===== src/rtl/ghost_mode_scheduler_pkg.sv =====
// rtl/ghost_mode_scheduler_pkg.sv - shared AI state codes, schedule defaults and ghost state type
package ghost_mode_scheduler_pkg;

    localparam logic [3:0] AI_SCATTER    = 4'd0;
    localparam logic [3:0] AI_CHASE      = 4'd1;
    localparam logic [3:0] AI_FRIGHTENED = 4'd2;
    localparam logic [3:0] AI_DEAD       = 4'b1011;

    localparam int FRAME_RATE_DEFAULT = 30;

    // Phase 0 sits in the low byte; a zero length never expires.
    localparam logic [63:0] SCHED_DEFAULT = {8'd0, 8'd5, 8'd20, 8'd5, 8'd20, 8'd7, 8'd20, 8'd7};

    typedef enum logic [1:0] {
        GS_NORMAL,
        GS_FRIGHT,
        GS_DEAD
    } ghost_state_t;

    function automatic logic [3:0] ai_code(input ghost_state_t st, input logic chase);
        logic [3:0] code;
        case (st)
            GS_FRIGHT: code = AI_FRIGHTENED;
            GS_DEAD:   code = AI_DEAD;
            default:   code = chase ? AI_CHASE : AI_SCATTER;
        endcase
        return code;
    endfunction

endpackage


===== src/rtl/ghost_mode_scheduler_mode_phase_timer.sv =====
// rtl/ghost_mode_scheduler_mode_phase_timer.sv - frame-tick to seconds divider and scatter/chase phase sequencer
module mode_phase_timer
    import ghost_mode_scheduler_pkg::*;
#(
    parameter int          FRAME_RATE = FRAME_RATE_DEFAULT,
    parameter logic [63:0] SCHED      = SCHED_DEFAULT
) (
    input  logic clk,
    input  logic rst_n,
    input  logic level_start,
    input  logic ce,
    input  logic freeze,
    output logic chase,
    output logic phase_switch
);

    localparam int DW = $clog2(FRAME_RATE > 1 ? FRAME_RATE : 2);
    localparam logic [DW-1:0] DIV_MAX = DW'(FRAME_RATE - 1);

    logic [DW-1:0] div_q, div_d;
    logic [7:0]    sec_q, sec_d;
    logic [2:0]    phase_q, phase_d;
    logic [7:0]    len;

    always_comb begin
        div_d        = div_q;
        sec_d        = sec_q;
        phase_d      = phase_q;
        phase_switch = 1'b0;
        len          = SCHED[{phase_q, 3'b000} +: 8];
        if (level_start) begin
            div_d   = '0;
            sec_d   = '0;
            phase_d = '0;
        end else if (ce && !freeze) begin
            if (div_q == DIV_MAX) begin
                div_d = '0;
                // Phase 7 and zero-length phases hold forever; seconds just wrap.
                if (len != 8'd0 && phase_q != 3'd7 && 8'(sec_q + 8'd1) == len) begin
                    sec_d        = '0;
                    phase_d      = phase_q + 3'd1;
                    phase_switch = 1'b1;
                end else begin
                    sec_d = sec_q + 8'd1;
                end
            end else begin
                div_d = div_q + DW'(1);
            end
        end
    end

    always_ff @(posedge clk or negedge rst_n) begin
        if (!rst_n) begin
            div_q   <= '0;
            sec_q   <= '0;
            phase_q <= '0;
        end else begin
            div_q   <= div_d;
            sec_q   <= sec_d;
            phase_q <= phase_d;
        end
    end

    assign chase = phase_q[0];

endmodule


===== src/rtl/ghost_mode_scheduler.sv =====
// rtl/ghost_mode_scheduler.sv - per-ghost AI mode sequencer: schedule, fright, death and return home
module ghost_mode_scheduler
    import ghost_mode_scheduler_pkg::*;
#(
    parameter int          FRAME_RATE  = FRAME_RATE_DEFAULT,
    parameter int          FRIGHT_TIME = 48,
    parameter logic [63:0] SCHED       = SCHED_DEFAULT
) (
    input  logic        clk,
    input  logic        rst_n,
    input  logic        ce,
    input  logic        level_start,
    input  logic        power_pellet,
    input  logic [3:0]  ghost_eaten,
    input  logic [3:0]  ghost_home,
    output logic [15:0] ai_state,
    output logic [5:0]  ai_timer,
    output logic        fright_active,
    output logic [1:0]  eat_count,
    output logic [3:0]  reverse
);

    localparam logic [5:0] T_LAST = 6'(FRIGHT_TIME - 1);

    ghost_state_t st_q [4];
    ghost_state_t st_d [4];
    logic [5:0]   timer_q, timer_d;
    logic         fa_q, fa_d;
    logic [1:0]   ec_q, ec_d;
    logic [3:0]   rev_q, rev_d;
    logic [2:0]   n_eaten;
    logic [2:0]   ec_sum;
    logic         chase;
    logic         phase_switch;

    mode_phase_timer #(
        .FRAME_RATE (FRAME_RATE),
        .SCHED      (SCHED)
    ) u_phase (
        .clk          (clk),
        .rst_n        (rst_n),
        .level_start  (level_start),
        .ce           (ce),
        .freeze       (fa_q | power_pellet),
        .chase        (chase),
        .phase_switch (phase_switch)
    );

    always_comb begin
        for (int n = 0; n < 4; n++) st_d[n] = st_q[n];
        timer_d = timer_q;
        fa_d    = fa_q;
        rev_d   = '0;
        n_eaten = '0;
        // Eaten and home both look at the state held at the start of the cycle.
        for (int n = 0; n < 4; n++) begin
            if (ghost_eaten[n] && st_q[n] == GS_FRIGHT) begin
                st_d[n] = GS_DEAD;
                n_eaten = n_eaten + 3'd1;
            end else if (ghost_home[n] && st_q[n] == GS_DEAD) begin
                st_d[n] = GS_NORMAL;
            end
        end
        ec_sum = {1'b0, ec_q} + n_eaten;
        ec_d   = (ec_sum > 3'd3) ? 2'd3 : ec_sum[1:0];
        if (power_pellet) begin
            fa_d    = 1'b1;
            timer_d = '0;
            ec_d    = '0;
            for (int n = 0; n < 4; n++) begin
                if (st_d[n] != GS_DEAD) begin
                    st_d[n]  = GS_FRIGHT;
                    rev_d[n] = 1'b1;
                end
            end
        end else if (fa_q && ce) begin
            if (timer_q == T_LAST) begin
                fa_d    = 1'b0;
                timer_d = '0;
                for (int n = 0; n < 4; n++)
                    if (st_d[n] == GS_FRIGHT) st_d[n] = GS_NORMAL;
            end else begin
                timer_d = timer_q + 6'd1;
            end
        end
        if (phase_switch) begin
            for (int n = 0; n < 4; n++)
                if (st_q[n] == GS_NORMAL) rev_d[n] = 1'b1;
        end
        if (level_start) begin
            for (int n = 0; n < 4; n++) st_d[n] = GS_NORMAL;
            timer_d = '0;
            fa_d    = 1'b0;
            ec_d    = '0;
            rev_d   = '0;
        end
    end

    always_ff @(posedge clk or negedge rst_n) begin
        if (!rst_n) begin
            for (int n = 0; n < 4; n++) st_q[n] <= GS_NORMAL;
            timer_q <= '0;
            fa_q    <= 1'b0;
            ec_q    <= '0;
            rev_q   <= '0;
        end else begin
            for (int n = 0; n < 4; n++) st_q[n] <= st_d[n];
            timer_q <= timer_d;
            fa_q    <= fa_d;
            ec_q    <= ec_d;
            rev_q   <= rev_d;
        end
    end

    always_comb begin
        ai_state = '0;
        for (int n = 0; n < 4; n++) ai_state[4*n +: 4] = ai_code(st_q[n], chase);
    end

    assign ai_timer      = timer_q;
    assign fright_active = fa_q;
    assign eat_count     = ec_q;
    assign reverse       = rev_q;

endmodule


===== config.mk =====
export PLATFORM = sky130hd
export DESIGN_NAME = ghost_mode_scheduler
export DESIGN_NICKNAME = d
export VERILOG_FILES = /design/src/rtl/ghost_mode_scheduler_pkg.sv /design/src/rtl/ghost_mode_scheduler_mode_phase_timer.sv /design/src/rtl/ghost_mode_scheduler.sv
export SDC_FILE = /design/constraint.sdc
export NUM_CORES = 1
export LEC_CHECK = 0
export ABC_AREA = 1
export BUFFER_PORTS_ARGS = -buffer_cell sky130_fd_sc_hd__buf_2
export CAP_MARGIN = 15
export CORE_MARGIN = 4
export CORE_UTILIZATION = 40
export CTS_CLUSTER_DIAMETER = 30
export DETAILED_ROUTE_END_ITERATION = 16
export SLEW_MARGIN = 20
export SYNTH_ARGS = -nofsm -noshare
export SYNTH_HDL_FRONTEND = slang
export SYNTH_SLANG_ARGS = --single-unit

===== constraint.sdc =====
create_clock -name clk -period 2.4 [get_ports clk]
set_input_delay 0.48 -clock clk [delete_from_list [all_inputs] [get_ports clk]]
set_output_delay 0.48 -clock clk [all_outputs]
set_load 0.02 [all_outputs]

==> results of run 1 <==
[registers in the layout, indices dropped and copies added (netlist names)]
name	flops
ai_timer	6
eat_count	2
fright_active	1
reverse	4
st_q	8
u_phase.div_q	5
u_phase.phase_q	3
u_phase.sec_q	8
[critical path, delay by kind of cell (launching register included)]
family	cells	cell delay [ns]
buf+inv	2	0.11
fa+ha+maj	4	0.97
flops	1	0.40
xor+xnor	4	0.64
simple gates	1	0.06
compound gates	1	0.09
[repair_timing]
action                                  CTS  global route
buffers inserted                          3             2
endpoints found under the setup margin    2             2
resized for setup                        13             0
pin swaps                                11             6
[cells in the mapped netlist, types with 5 or more instances]
library cell  number  share of area [%]
nand3_1           24                4.6
o21ai_0           20                3.9
a21oi_1            7                1.4
ha_1              30                 15
dfrtp_1           37                 36
nand2_2            6                1.5
nor2_1            20                2.9
o22ai_1            5                1.2
xnor2_1            5                1.7
inv_1             48                7.0
nand2_1           92                 13
nand4_1           10                2.4
[power by group through the flow]
stage	Combinational, µW	Clock [µW]	Sequential (µW)
3_5_place_dp	274	0	673
4_1_cts	296	465	663
5_1_grt	333	491	665
2_1_floorplan	164	0	686
3_3_place_gp	271	0	672
6_report	296	447	663
[how the worst min path moves through the flow]
stage                                               to  depth (start not counted)
final                          ai_timer[1]$_DFFE_PN0P_                          1
after global routing           ai_timer[3]$_DFFE_PN0P_                          1
after CTS                      ai_timer[1]$_DFFE_PN0P_                          1
after detailed placement  u_phase.sec_q[4]$_DFFE_PN0P_                          2
after global placement    u_phase.sec_q[4]$_DFFE_PN0P_                          2
after floorplan                ai_timer[0]$_DFFE_PN0P_                          0
[layout by cell type (no fill, tap or decap)]
cell type / Yosys / final
nand2_4: 0 / 2
fa_2: 0 / 1
clkinv_1: 1 / 1
ha_2: 0 / 1
xnor2_4: 0 / 1
xor2_1: 3 / 3
nor2_4: 3 / 3
ha_4: 0 / 3
a211oi_1: 2 / 2
nor3_1: 3 / 3
o21a_1: 1 / 1
o21bai_1: 1 / 1
nand2_1: 92 / 90
clkbuf_1: 0 / 1
ha_1: 30 / 26
nor2_2: 2 / 2
mux2i_1: 1 / 1
nor3b_1: 1 / 1
clkbuf_8: 0 / 6
nor2_8: 1 / 1
inv_2: 2 / 5
inv_1: 48 / 45
buf_4: 4 / 13
o22ai_1: 5 / 5
dfrtp_1: 37 / 37
nand2_2: 6 / 6
o21ai_0: 20 / 20
conb_1: 1 / 4
xnor2_1: 5 / 3
nand3_2: 2 / 2
a21oi_1: 7 / 7
buf_2: 1 / 37
nor2_1: 20 / 20
xnor2_2: 0 / 1
nand4_1: 10 / 10
and3_1: 1 / 1
nand3_1: 24 / 24
[area by class of cell]
type / count / area, µm²
clock buffers: 7 / 86.3
fillers: 631 / 3200
inverters: 51 / 191
multi-input cells: 245 / 1530
flip-flops and latches: 37 / 926
well taps: 77 / 96.3
repair buffers: 50 / 283
[layer usage]
metal  vias to the layer above  track usage (%)
met5                         -                0
met4                         0             4.12
met3                         7             3.17
met2                        34             28.2
met1                      1053             22.6
li1                       1167                -
[cell families (layout without fill, tap and decap cells)]
group | count (synthesis) | in the layout
compound gates | 36 | 36
xor+xnor | 8 | 8
fa+ha+maj | 31 | 31
buf+inv | 56 | 108
flops | 37 | 37
mux | 1 | 1
other cells | 1 | 4
simple gates | 165 | 165
[through the flow]
| stage | util [%] | setup WS, ns | setup TNS (ns) |
|---|---|---|---|
| after global routing | 49.2 | -0.118 | -0.231 |
| final | 49.2 | 0.0114 | 0 |
| after floorplan | - | 0.00331 | 0 |
| after detailed placement | 46.4 | -0.0781 | -0.148 |
| after CTS | 49.0 | -0.0429 | -0.0776 |
| after global placement | 46.4 | -0.0177 | -0.0343 |
==> impl_metrics.json, run 1 <==
{
  "outcome": "complete, no violations",
  "cap_violations": 0,
  "nNetsFinal": 434,
  "slew_violations": 0,
  "p_comb_share_pct": 21.1,
  "ys_seq_area_share_pct": 35.8,
  "synth_edf_count": 0,
  "clock.fmax_mhz": 419,
  "avgSynthCellArea_um2": 7.71,
  "p_clk_share_pct": 31.8,
  "antenna_found_initial": 0,
  "irDropWorstVdd_uv": 246,
  "io_buffers": 37,
  "hold_class": "in -> async",
  "cellInternalPower_uw": 984,
  "slew_headroom_pct": 43.5,
  "final.period_utilization_pct": 99.5,
  "cp.required_ns": 2.57,
  "ff2ff_setup_slack_ns": 0.01,
  "worstPathCellList": "inv_2 > ha_4 > nand2_4 > ha_4 > xnor2_4 > xor2_1 > ha_2 > inv_2 > fa_2 > xnor2_2 > xnor2_1 > a21oi_1",
  "cts_tree": "built",
  "powerDensity_nw_per_um2": 453,
  "place_inst": 455,
  "path_clk_slew_ns": 0.07,
  "synth_xor_area_share_pct": 2.71,
  "reg2reg_depth": 12,
  "critical_path_class": "reg -> reg",
  "p_switching_uw": 423,
  "htree_levels": 2,
  "ys_ff_latch": 37,
  "timing.rr.end": "eat_count[1]$_DFF_PN0_",
  "stdcell_count": 467,
  "drc": 0,
  "cp-end-kind": "register",
  "io_pins": 42,
  "grt_max_degree": 38,
  "synth_top_family_by_area": "simple AND/OR/NAND/NOR gates",
  "area.growth.synth_to_final_pct": 20.3,
  "synth_compound_area_share_pct": 7.60,
  "ys.warnings.count": 0,
  "swShare_pct": 30.0,
  "cts_root_buf": "clkbuf_8",
  "chipWidth_um": 88.4,
  "muxShareOfSynthArea_pct": 0.387,
  "firstDrtPassIters": 4,
  "synthSimpleGateAreaFrac_pct": 29.2,
  "top_layer_used": "met4",
  "viasPerCell": 4.84,
  "synth_ff_type": "dfrtp_1",
  "worst_hold_slack_ns": 0.297,
  "antenna_cells": 0,
  "postCtsHoldBufs": 0,
  "vias": 2261,
  "cp-start-kind": "register",
  "dp_hpwl_mm": 4.45,
  "drt_iter0_markers": 95,
  "cts_buffers": 5,
  "cts.sinks": 37,
  "core_area_um2": 6310,
  "antenna_left": 0,
  "period_needed_ns": 2.39,
  "arrival_ns": 2.56,
  "synthArstFlopShare_pct": 100,
  "syn_inst": 335,
  "fin_area_um2": 3110,
  "routed_wl_mm": 5.88,
  "place.gp.congestion": 0.882,
  "die_y_um": 88.4,
  "cp_slowest_cell": "dfrtp_1",
  "p_leak_uw": 0.00166,
  "seq_power_share_pct": 47.1,
  "rsz0062_at_grt": "yes",
  "finClkSkew_ns": 0.00323,
  "critPathLaunch": "st_q[7]$_DFF_PN0_",
  "tightest_slew_ns": 0.847,
  "die_area_um2": 7810,
  "ys_types": 30,
  "p_total_uw": 1410,
  "clk_latency_ns": 0.29,
  "endpoint": "eat_count[1]$_DFF_PN0_",
  "synth_fa_ha_area_share_pct": 15.3,
  "drive_gt1_share_pct": 21.5,
  "worstPathMaxFanout": 2,
  "dpl_cell_area_um2": 2930,
  "routed-wl-met2_mm": 2.81,
  "overflow": 0,
  "route.met3.wl_um": 217,
  "synth_area_um2": 2580,
  "r2r_start": "st_q[7]$_DFF_PN0_",
  "wl_per_cell_um": 12.6,
  "grt_pass1_vias": 2286,
  "setup_viol": 0,
  "initial_core_util_pct": 40.9,
  "finalHoldViolations": 0,
  "max_stage_delay_ns": 0.40,
  "num_rows": 29,
  "clock_path_buffers": 2,
  "grt_pass1_wl_mm": 10.4,
  "gr-usage-all-layers_pct": 16.9,
  "wl_met1_mm": 2.79
}
(Power assumes the default switching activity.)
==> run 2, diff against run 1 <==
Settings changed: MAX_ROUTING_LAYER set to met4.
Clock period 2.4 ns to 2.1 ns, I/O delays scaled along.
==> impl_metrics.json, run 2 (synthesis results as in run 1) <==
{
  "htree_levels": 2,
  "gr-usage-all-layers_pct": 16.6,
  "grt_pass1_wl_mm": 10.0,
  "final_common_cell": "nand2_1",
  "viasPerCell": 4.79,
  "cp-start-kind": "register",
  "cp-end-kind": "register",
  "worstPathCellList": "inv_2 > ha_4 > nand2_4 > ha_4 > xnor2_4 > xor2_1 > ha_2 > inv_2 > fa_2 > xnor2_2 > xnor2_2 > a21oi_1",
  "num_rows": 29,
  "area.growth.synth_to_final_pct": 23.7,
  "wl_per_cell_um": 12.3,
  "setup_viol": 2,
  "timing.rr.end": "eat_count[1]$_DFF_PN0_",
  "vias": 2268,
  "cts_root_buf": "clkbuf_8",
  "endpoint": "eat_count[1]$_DFF_PN0_",
  "grt_pass1_vias": 2135,
  "cts.sinks": 37,
  "io_pins": 42,
  "clock.fmax_mhz": 413,
  "worst_hold_slack_ns": 0.165,
  "irDropWorstVdd_uv": 296,
  "io_buffers": 37,
  "final.period_utilization_pct": 115,
  "place.gp.congestion": 0.874,
  "fillers": 626,
  "overflow": 0,
  "routed_wl_mm": 5.81,
  "arrival_ns": 2.59,
  "period_needed_ns": 2.42,
  "fin_ws_ns": -0.320,
  "cp_slowest_cell": "dfrtp_1",
  "fin_tns_setup_ns": -0.617,
  "grt_max_degree": 38,
  "dp_hpwl_mm": 4.47,
  "antenna_left": 0,
  "antenna_found_initial": 0,
  "drive_gt1_share_pct": 23.7,
  "initial_core_util_pct": 40.9,
  "violations": "setup timing",
  "die_area_um2": 7810,
  "rsz0062_at_grt": "yes",
  "outcome": "complete, but fails checks",
  "powerDensity_nw_per_um2": 553,
  "r2r_start": "st_q[7]$_DFF_PN0_",
  "antenna_cells": 0,
  "worstPathMaxFanout": 4,
  "chipWidth_um": 88.4,
  "core_area_um2": 6310,
  "cts_buffers": 5,
  "nNetsFinal": 439,
  "clock_path_buffers": 2,
  "cts_tree": "built",
  "reg2reg_depth": 12,
  "finClkSkew_ns": 0.0102,
  "p_leak_uw": 0.00171,
  "slew_violations": 0,
  "path_clk_slew_ns": 0.08,
  "postCtsHoldBufs": 0,
  "die_y_um": 88.4,
  "stdcell_count": 473,
  "cap_violations": 0,
  "clk_latency_ns": 0.29,
  "hold_class": "in -> async",
  "drt_iter0_markers": 146,
  "drc": 0,
  "cp.required_ns": 2.27,
  "place_inst": 464,
  "critPathLaunch": "st_q[7]$_DFF_PN0_",
  "firstDrtPassIters": 4,
  "critical_path_class": "reg -> reg",
  "finalHoldViolations": 0,
  "layout_common_cells": "nand2_1 (90), inv_1 (45), dfrtp_1 (37), buf_2 (36), ha_1 (26)",
  "max_stage_delay_ns": 0.39,
  "ff2ff_setup_slack_ns": -0.32
}
[run 2: changes by cell type in the layout (fill, tap and decap cells not counted), sizes merged]
| cell | change |
|---|---|
| bufinv | +1 |
| clkbuf | -1 |
| clkinvlp | +1 |
| buf | +5 |
[run 2: routing by layer]
layer,wire [µm],track usage [%],vias up
li1,-,-,1177
met1,2900,22.9,1044
met2,2660,24.9,39
met3,184,3.82,8
met4,61,4.12,0
met5,0,-,-
[run 2: what timing repair did]
item,4_1_cts,5_1_grt
hold endpoints to repair,0,0
buffers inserted,0,1
resized for setup,1,16
pin swaps,1,1
endpoints found under the setup margin,3,3
cloned,0,0
[run 2: critical path: cells and delay by family, from the launching register on]
kind | cells | cell delay [ns]
DFF | 1 | 0.39
xor gates and xnor gates | 4 | 0.63
adders and majority gates | 4 | 1.00
AOI/OAI and AO/OA | 1 | 0.09
and+or+nand+nor | 1 | 0.06
buffers and inverters | 2 | 0.12
[run 2: area by class of cell]
class | instances | area (µm²) | share of cell area (%)
Multi-Input combinational cell | 245 | 1540 | 48.2
Clock buffer | 6 | 82.6 | 2.58
Sequential cell | 37 | 926 | 29.0
Clock inverter | 2 | 37.5 | 1.17
Tap cell | 77 | 96.3 | 3.01
Timing Repair Buffer | 55 | 323 | 10.1
Inverter | 51 | 191 | 5.99
[run 2: worst min path at each step]
stage	startpoint	endpoint	slack [ns]	cells after the start
2_1_floorplan	rst_n	ai_timer[0]$_DFFE_PN0P_	0.12	0
3_3_place_gp	rst_n	ai_timer[1]$_DFFE_PN0P_	0.50	2
3_5_place_dp	u_phase.sec_q[4]$_DFFE_PN0P_	u_phase.sec_q[4]$_DFFE_PN0P_	0.50	2
4_1_cts	rst_n	u_phase.div_q[4]$_DFFE_PN0P_	0.19	2
5_1_grt	rst_n	u_phase.div_q[4]$_DFFE_PN0P_	0.21	2
6_report	rst_n	ai_timer[1]$_DFFE_PN0P_	0.17	2
[run 2: power breakdown]
part | switching, µW | internal [µW] | total, µW
sequential | 18.3 | 737 | 755
clock | 277 | 387 | 663
combinational | 215 | 134 | 349
[run 2: metrics by stage]
stage                     worst slack, ns  power [µW]  util, %  cell area [µm²]
final                              -0.320        1770     50.6             3200
after global routing               -0.416        1870     50.6             3200
after CTS                          -0.331        1760     49.4             3120
after detailed placement           -0.311        1090     47.5             3000
after global placement             -0.246        1090     47.5             3000
after floorplan                    -0.220         972        -             2620
